**src/rtl/pcm_stereo_feeder.sv**
```systemverilog
// pcm_stereo_feeder
// Stereo PCM frame FIFO that feeds the PT8211 DAC serializer in the 1.536 MHz
// bit-clock domain. Each one-cycle serializer request is answered with the next
// 16-bit sample, interleaved L,R,L,R. A LEFT request on an empty FIFO is an
// underrun and plays silence. Dropped writes and underruns are counted with
// saturating counters.
//
// Build option: define PCM_FEEDER_VOLUME_EN to add the vol_shift[3:0] input.
// Each outgoing sample is then arithmetically shifted right by vol_shift.
// Without the macro, samples pass through unscaled.
module pcm_stereo_feeder #(
  parameter int FIFO_AW = 4,
  parameter int CNT_W   = 16
) (
  input  logic             clk_1p536m,
  input  logic             rst_n,
  input  logic             wr_en,
  input  logic [31:0]      wr_data,
  output logic             full,
  output logic [FIFO_AW:0] level,
  input  logic             mute,
  input  logic             req,
`ifdef PCM_FEEDER_VOLUME_EN
  input  logic [3:0]       vol_shift,
`endif
  output logic [15:0]      idata,
  output logic [CNT_W-1:0] underrun_cnt,
  output logic [CNT_W-1:0] overflow_cnt
);

  localparam int               DEPTH   = 1 << FIFO_AW;
  localparam logic [FIFO_AW:0] DEPTH_L = (FIFO_AW+1)'(DEPTH);
  localparam logic [FIFO_AW:0] PTR_ONE = (FIFO_AW+1)'(1);
  localparam logic             CH_LEFT  = 1'b0;
  localparam logic             CH_RIGHT = 1'b1;

  logic [31:0]        mem [DEPTH];
  logic [FIFO_AW:0]   wr_ptr;
  logic [FIFO_AW:0]   rd_ptr;
  logic               ch;
  logic signed [15:0] r_hold;
  logic               empty;
  logic               do_wr;
  logic               serve_left;
  logic               do_pop;
  logic [31:0]        rd_frame;
  logic signed [15:0] left_smp;
  logic signed [15:0] right_smp;
  logic [3:0]         vol;

  // Saturating increment: counters stick at all-ones instead of wrapping.
  function automatic logic [CNT_W-1:0] sat_inc(input logic [CNT_W-1:0] c);
    return (&c) ? c : c + CNT_W'(1);
  endfunction

  // Attenuation by arithmetic right shift; the sign is preserved.
  function automatic logic signed [15:0] scale(input logic signed [15:0] s,
                                               input logic [3:0] sh);
    return s >>> sh;
  endfunction

`ifdef PCM_FEEDER_VOLUME_EN
  assign vol = vol_shift;
`else
  assign vol = 4'd0;
`endif

  // Pointers are one bit wider than the address, so full and empty can be told apart.
  assign level      = wr_ptr - rd_ptr;
  assign full       = (level == DEPTH_L);
  assign empty      = (level == '0);
  // The full flag is from before any pop in this cycle, so a same-cycle pop never frees room.
  assign do_wr      = wr_en && !full;
  assign serve_left = req && (ch == CH_LEFT);
  // The empty flag is from before any write in this cycle, so a same-cycle write is not visible.
  assign do_pop     = serve_left && !empty;
  assign rd_frame   = mem[rd_ptr[FIFO_AW-1:0]];
  assign left_smp   = signed'(rd_frame[31:16]);
  assign right_smp  = signed'(rd_frame[15:0]);

  // Frame storage holds data only, so it needs no reset.
  always_ff @(posedge clk_1p536m) begin
    if (do_wr) mem[wr_ptr[FIFO_AW-1:0]] <= wr_data;
  end

  // Advance the write and read pointers independently; a simultaneous push and pop leaves level unchanged.
  always_ff @(posedge clk_1p536m or negedge rst_n) begin
    if (!rst_n) begin
      wr_ptr <= '0;
      rd_ptr <= '0;
    end else begin
      if (do_wr)  wr_ptr <= wr_ptr + PTR_ONE;
      if (do_pop) rd_ptr <= rd_ptr + PTR_ONE;
    end
  end

  // Channel toggle and sample presentation; idata changes only on a request edge.
  always_ff @(posedge clk_1p536m or negedge rst_n) begin
    if (!rst_n) begin
      ch     <= CH_LEFT;
      idata  <= '0;
      r_hold <= '0;
    end else if (req) begin
      if (ch == CH_LEFT) begin
        ch <= CH_RIGHT;
        if (!empty) begin
          idata  <= mute ? 16'd0 : scale(left_smp, vol);
          r_hold <= right_smp;
        end else begin
          idata  <= '0;
          r_hold <= '0;
        end
      end else begin
        ch    <= CH_LEFT;
        idata <= mute ? 16'd0 : scale(r_hold, vol);
      end
    end
  end

  // Underrun and overflow event counters.
  always_ff @(posedge clk_1p536m or negedge rst_n) begin
    if (!rst_n) begin
      underrun_cnt <= '0;
      overflow_cnt <= '0;
    end else begin
      if (serve_left && empty) underrun_cnt <= sat_inc(underrun_cnt);
      if (wr_en && full)       overflow_cnt <= sat_inc(overflow_cnt);
    end
  end

endmodule
```
**config.mk**
```make
export PLATFORM = sky130hd
export DESIGN_NAME = pcm_stereo_feeder
export DESIGN_NICKNAME = d
export VERILOG_FILES = /design/src/rtl/pcm_stereo_feeder.sv
export SDC_FILE = /design/constraint.sdc
export NUM_CORES = 1
export LEC_CHECK = 0
export BUFFER_PORTS_ARGS = -buffer_cell sky130_fd_sc_hd__buf_2
export CELL_PAD_IN_SITES_DETAIL_PLACEMENT = 2
export CELL_PAD_IN_SITES_GLOBAL_PLACEMENT = 2
export CORE_MARGIN = 3
export CORE_UTILIZATION = 25
export CTS_BUF_LIST = sky130_fd_sc_hd__clkbuf_4
export DETAILED_ROUTE_END_ITERATION = 8
export GPL_TIMING_DRIVEN = 0
export MAX_ROUTING_LAYER = met4
export PLACE_DENSITY_LB_ADDON = 0.25
export SLEW_MARGIN = 20
export SYNTH_ARGS = -nofsm -noshare
export SYNTH_HDL_FRONTEND = slang
export SYNTH_SLANG_ARGS = --single-unit
```
**constraint.sdc**
```tcl
create_clock -name clk_1p536m -period 12.4 [get_ports clk_1p536m]
set_input_delay 2.48 -clock clk_1p536m [delete_from_list [all_inputs] [get_ports clk_1p536m]]
set_output_delay 2.48 -clock clk_1p536m [all_outputs]
set_load 0.05 [all_outputs]
```
# Word-level counts from Yosys, hierarchy flattened
# Memories as Yosys holds them, arrays and structs flattened.
# Index checks and enable logic that the tools add are counted.
[totals]
register_bits = 75
ram_bits = 512
output_inout_bits = 54
n_memories = 1
[op_classes]
addsub = 5
eq_ne = 1
n_mux = 8
bitwise = 3
n_reduce_logical = 13
[memory_table]
columns = ["memory", "words", "width", "rd", "rd_clocked_by_memory_dff", "write_ports", "line", "source"]
rows = [
  ["mem", 16, 32, 1, 0, 1, "37", "logic [31:0] mem [DEPTH];"],
]
[op_table]
columns = ["operator", "n"]
rows = [
  ["two-way mux 16 bit", 5],
  ["adder 16 x 1 -> 16 bit, second input constant", 2],
  ["AND reduction 16 bit", 2],
  ["adder 5 x 1 -> 5 bit, second input constant", 2],
  ["AND reduction 2 bit", 3],
  ["== test 5 bit, second input constant", 1],
  ["logical AND 1 bit", 5],
  ["logical NOT 5 bit", 1],
  ["subtractor 5 bit", 1],
  ["two-way mux 1 bit", 3],
  ["inverter 1 bit", 3],
  ["logical NOT 1 bit", 2],
]

# Logic depth before layout (Yosys ltp)
[logic_depth]
depth_word = 6
depth_mapped = 12
depth_no_buf = 11

# Worst setup path after synthesis
# OpenSTA, ideal clock, no wires.
[synth_timing]
path_kind = "input to register"
startpoint = "input wr_en"
endpoint = "memory mem[3][0], enable pin"
setup_time_ps = 461
arrival_ps = 5138
path_slack_ps = 6801
cell_stages = 3
n_path_buf = 1
path_cell_list = "clkbuf_1 > nand3_1 > nor3_1"
[synth_between]
elab_chain_cells = 3
[synth_rtl]
columns = ["element", "line", "source"]
rows = [
  ["from (decl)", "17", "input logic wr_en,"],
  ["logical AND 1 bit", "73", "assign do_wr = wr_en && !full;"],
  ["two-way mux 1 bit", "83", "if (do_wr) mem[wr_ptr[FIFO_AW-1:0]] <= wr_data;"],
  ["two-way mux 1 bit (implied by the code)", "83", ""],
  ["to (decl)", "37", ""],
]
# No other way between the ends.

# Final worst setup path
[layout_timing]
startpoint = "register rd_ptr[1]"
endpoint = "output full"
[layout_between]
elab_chain_cells = 2
[layout_rtl]
columns = ["element", "line", "source"]
rows = [
  ["from (decl)", "39", "logic [FIFO_AW:0] rd_ptr;"],
  ["from (signal assigned)", "93", "if (do_pop) rd_ptr <= rd_ptr + PTR_ONE;"],
  ["subtractor 5 bit", "69", "assign level = wr_ptr - rd_ptr;"],
  ["== test 5 bit", "70", "assign full = (level == DEPTH_L);"],
  ["to (decl)", "19", "output logic full,"],
]
# No other way between the ends.

==> impl_metrics.sql <==
INSERT INTO impl_metrics (metric_group, metric, value, unit) VALUES
('status', 'status', 'completed', ''),
('setup_path', 'worstPathArrival', '5.35', 'ns'),
('floorplan', 'fp.dieH', '311', 'µm'),
('place', 'hpwlAfterDp', '47.6', 'mm'),
('job', 'max_cap_viol_count', '0', ''),
('routing', 'initialDrtViolationCount', '849', ''),
('min_path', 'hold-path-cell-count', '1', ''),
('layout', 'area_growth_syn_to_layout', '22.1', '%'),
('synthesis', 'cell_count_after_synthesis', '1214', ''),
('setup_path', 'critical_setup_path_class', 'flip-flop to primary output', ''),
('timing', 'final_skew', '0.0763', 'ns'),
('clock_network', 'clock_sinks', '587', ''),
('pwr', 'power.share.combinational', '0.338', ''),
('setup_path', 'worst_r2r_path_depth', '14', ''),
('clock_network', 'postCtsSetupRepairBufs', '0', ''),
('timing', 'maxSlewHeadroom', '0.272', ''),
('setup_path', 'path_max_fanout', '10', ''),
('timing', 'tns', '0', 'ns'),
('timing', 'holdWs', '0.487', 'ns'),
('synthesis', 'post_synthesis_net_count', '1263', ''),
('floorplan', 'floorplan.die.width', '311', 'µm'),
('global_route', 'grt_remaining_overflow', '0', ''),
('synthesis', 'async_flop_share', '0.128', ''),
('routing', 'drtPass1Iterations', '5', ''),
('pwr', 'finalPower', '6.58', 'mW'),
('setup_path', 'r2r_setup_slk', '6.54', 'ns'),
('place', 'last_weighted_congestion_value_of_the_routability_driven_placer', '0.746', ''),
('synthesis', 'yosys_register_bits', '587', ''),
('timing', 'rsz0062_at_grt', 'false', ''),
('clock_network', 'ctsHtreeMaxLevel', '4', ''),
('pwr', 'switchingPower', '2.37', 'mW'),
('routing', 'dr_total_vias', '13100', ''),
('floorplan', 'initial_core_util', '0.253', ''),
('timing', 'final_max_slew_viol_count', '0', ''),
('timing', 'finalHoldViolations', '0', ''),
('pwr', 'pwr-share-clk', '0.279', ''),
('pwr', 'cell_internal_pwr', '4.21', 'mW'),
('pwr', 'pwr_density_cell', '232', 'nW/µm²'),
('timing', 'max_clock_freq', '128', 'MHz'),
('min_path', 'timing.hold.worst.start', 'rd_ptr[4]', ''),
('synthesis', 'syn_area', '23200', 'µm²'),
('global_route', 'track_usage', '0.151', ''),
('floorplan', 'io_pins', '91', ''),
('routing', 'wl_per_cell', '24.2', 'µm'),
('layout', 'stdcell_area', '28300', 'µm²'),
('synthesis', 'syn_area_per_cell', '19.1', 'µm²'),
('pwr', 'leakage', '9.80', 'nW'),
('synthesis', 'synth_enable_flop_cells', '512', ''),
('timing', 'max_slew.worst_pin.slew', '1.09', 'ns'),
('clock_network', 'clock-root-buffer', 'clkbuf_4', ''),
('synthesis', 'synth_seq_area_share', '0.743', ''),
('setup_path', 'rr_endpoint', 'mem[2][3]', ''),
('clock_network', 'clock_pin_slew_worst_setup_and_hold_paths', '0.06', 'ns'),
('synthesis', 'ys_dominant_reg_cell', 'edfxtp_1', ''),
('setup_path', 'critical_path_required', '9.92', 'ns'),
('timing', 'setup_viol_count_final', '0', ''),
('global_route', 'wire_length_of_the_first_global_routing_pass', '103', 'mm'),
('setup_path', 'crit_path_start_kind', 'flip-flop', ''),
('pwr', 'maximum_resistive_drop_on_vdd', '0.0962', 'mV'),
('setup_path', 'reg2reg_from', 'rd_ptr[2]', ''),
('routing', 'detail_route.wirelength', '70.2', 'mm'),
('routing', 'drc_errors', '0', ''),
('min_path', 'worst_hold_path.endpoint', 'rd_ptr[4]', ''),
('setup_path', 'worst_setup_path_end_kind', 'primary output', ''),
('layout', 'n_fill_cell', '9424', ''),
('clock_network', 'clockBufferDepth', '3', ''),
('timing', 'final_period_minus_worst_setup_slack', '7.83', 'ns'),
('clock_network', 'cts_tree', 'yes', ''),
('pwr', 'seq_power_share', '0.382', ''),
('pwr', 'power_switching_share', '0.360', ''),
('layout', 'final_nets', '1566', '');
==> cells by family (layout without fill, tap and decap cells) <==
logic type,Yosys count,after routing,share of synthesized area
xor+xnor,39,39,0.0150
buf+inv,74,508,0.0143
other cells,0,7,0
compound gates,62,62,0.0243
mux,149,149,0.134
fa+ha+maj,12,12,0.00679
simple gates,291,291,0.0624
flops,587,587,0.743
==> cells in the final DEF, fill, tap and decap left out, types with 16 or more instances in the layout <==
master and instances:
mux4_2 128, a21oi_1 19, a221o_1 16, dfrtp_1 75, clkbuf_4 262, edfxtp_1 512, mux2i_1 16, buf_4 24
clkinv_1 20, xnor2_1 26, and3_1 26, clkbuf_1 28, nand2_1 110, buf_16 16, a32o_1 16, nand3_1 61
buf_2 102, nor2b_1 19
==> cells in the mapped netlist, drive strengths merged (12+ instances only) <==
cell	n	area share
a21oi	20	0.0045
edfxtp	512	0.66
nand4	16	0.0046
nor2b	19	0.0051
nor3	17	0.0045
buf	35	0.0080
dfrtp	75	0.081
xnor2	27	0.011
a32o	16	0.0069
a221o	16	0.0069
nand3	61	0.013
and3	26	0.0070
nor2	20	0.0033
clkbuf	28	0.0045
mux4	128	0.12
xor2	12	0.0045
nand2	110	0.018
mux2i	16	0.0069
==> worst max path at each step <==
stage | slack, ns | start | depth (start not counted) | to
3_3_place_gp | 2.31 | rd_ptr[2] | 10 | mem[3][3]
5_1_grt | 4.20 | rd_ptr[1] | 11 | full
4_1_cts | 4.47 | rd_ptr[1] | 11 | full
2_1_floorplan | 6.80 | wr_en | 3 | mem[3][0]
3_5_place_dp | 5.59 | rd_ptr[1] | 11 | full
6_report | 4.57 | rd_ptr[1] | 11 | full
==> metal layers <==
metal  wire length (µm)  global-route usage
met1              33400               0.205
met2              32500               0.227
met3               3020              0.0346
met4               1230              0.0418
met5                  0                   -
==> sequential cells by signal (all words and copies together) (netlist names) <==
register	flops
ch	1
idata	16
mem	512
overflow_cnt	16
r_hold	16
rd_ptr	5
underrun_cnt	16
wr_ptr	5
==> metrics by stage <==
stage	std cells	setup slack [ns]	util
after floorplan	1214	6.80	-
after global placement	2546	2.31	0.275
after detailed placement	2596	5.59	0.285
after CTS	2891	4.47	0.308
after global routing	2898	4.20	0.309
final	2898	4.57	0.309
==> worst max-delay path: stages, from the launching register on <==
cell and delay (ns):
dfrtp_1 0.42, buf_2 0.30, buf_2 0.38, buf_1 0.75, inv_1 0.39, fa_1 0.56
xnor2_2 0.31, inv_1 0.14, nor3_2 0.20, o2111ai_2 0.33, inv_2 0.28, buf_2 0.31
==> power by group through the flow <==
stage                     clock (mW)  sequential (mW)  combinational, mW
final                           1.84             2.51               2.23
after global routing            2.04             2.53               2.41
after CTS                       1.92             2.52               2.28
after detailed placement           0             2.56               2.27
after global placement             0             2.57               2.12
after floorplan                    0             2.59               1.33
==> area by class of cell <==
type                    instances  area (µm²)  area share
clock buffers                 262        1970      0.0694
multi-input cells             553        5730       0.202
flip-flops and latches        587       17300       0.609
repair buffers                139        1270      0.0448
diodes                          7        17.5    0.000618
well taps                    1243        1560      0.0549
inverters                      11        41.3     0.00146
plain buffers                  63         292      0.0103
clock inverters                33         210     0.00742
(Power assumes the default switching activity.)
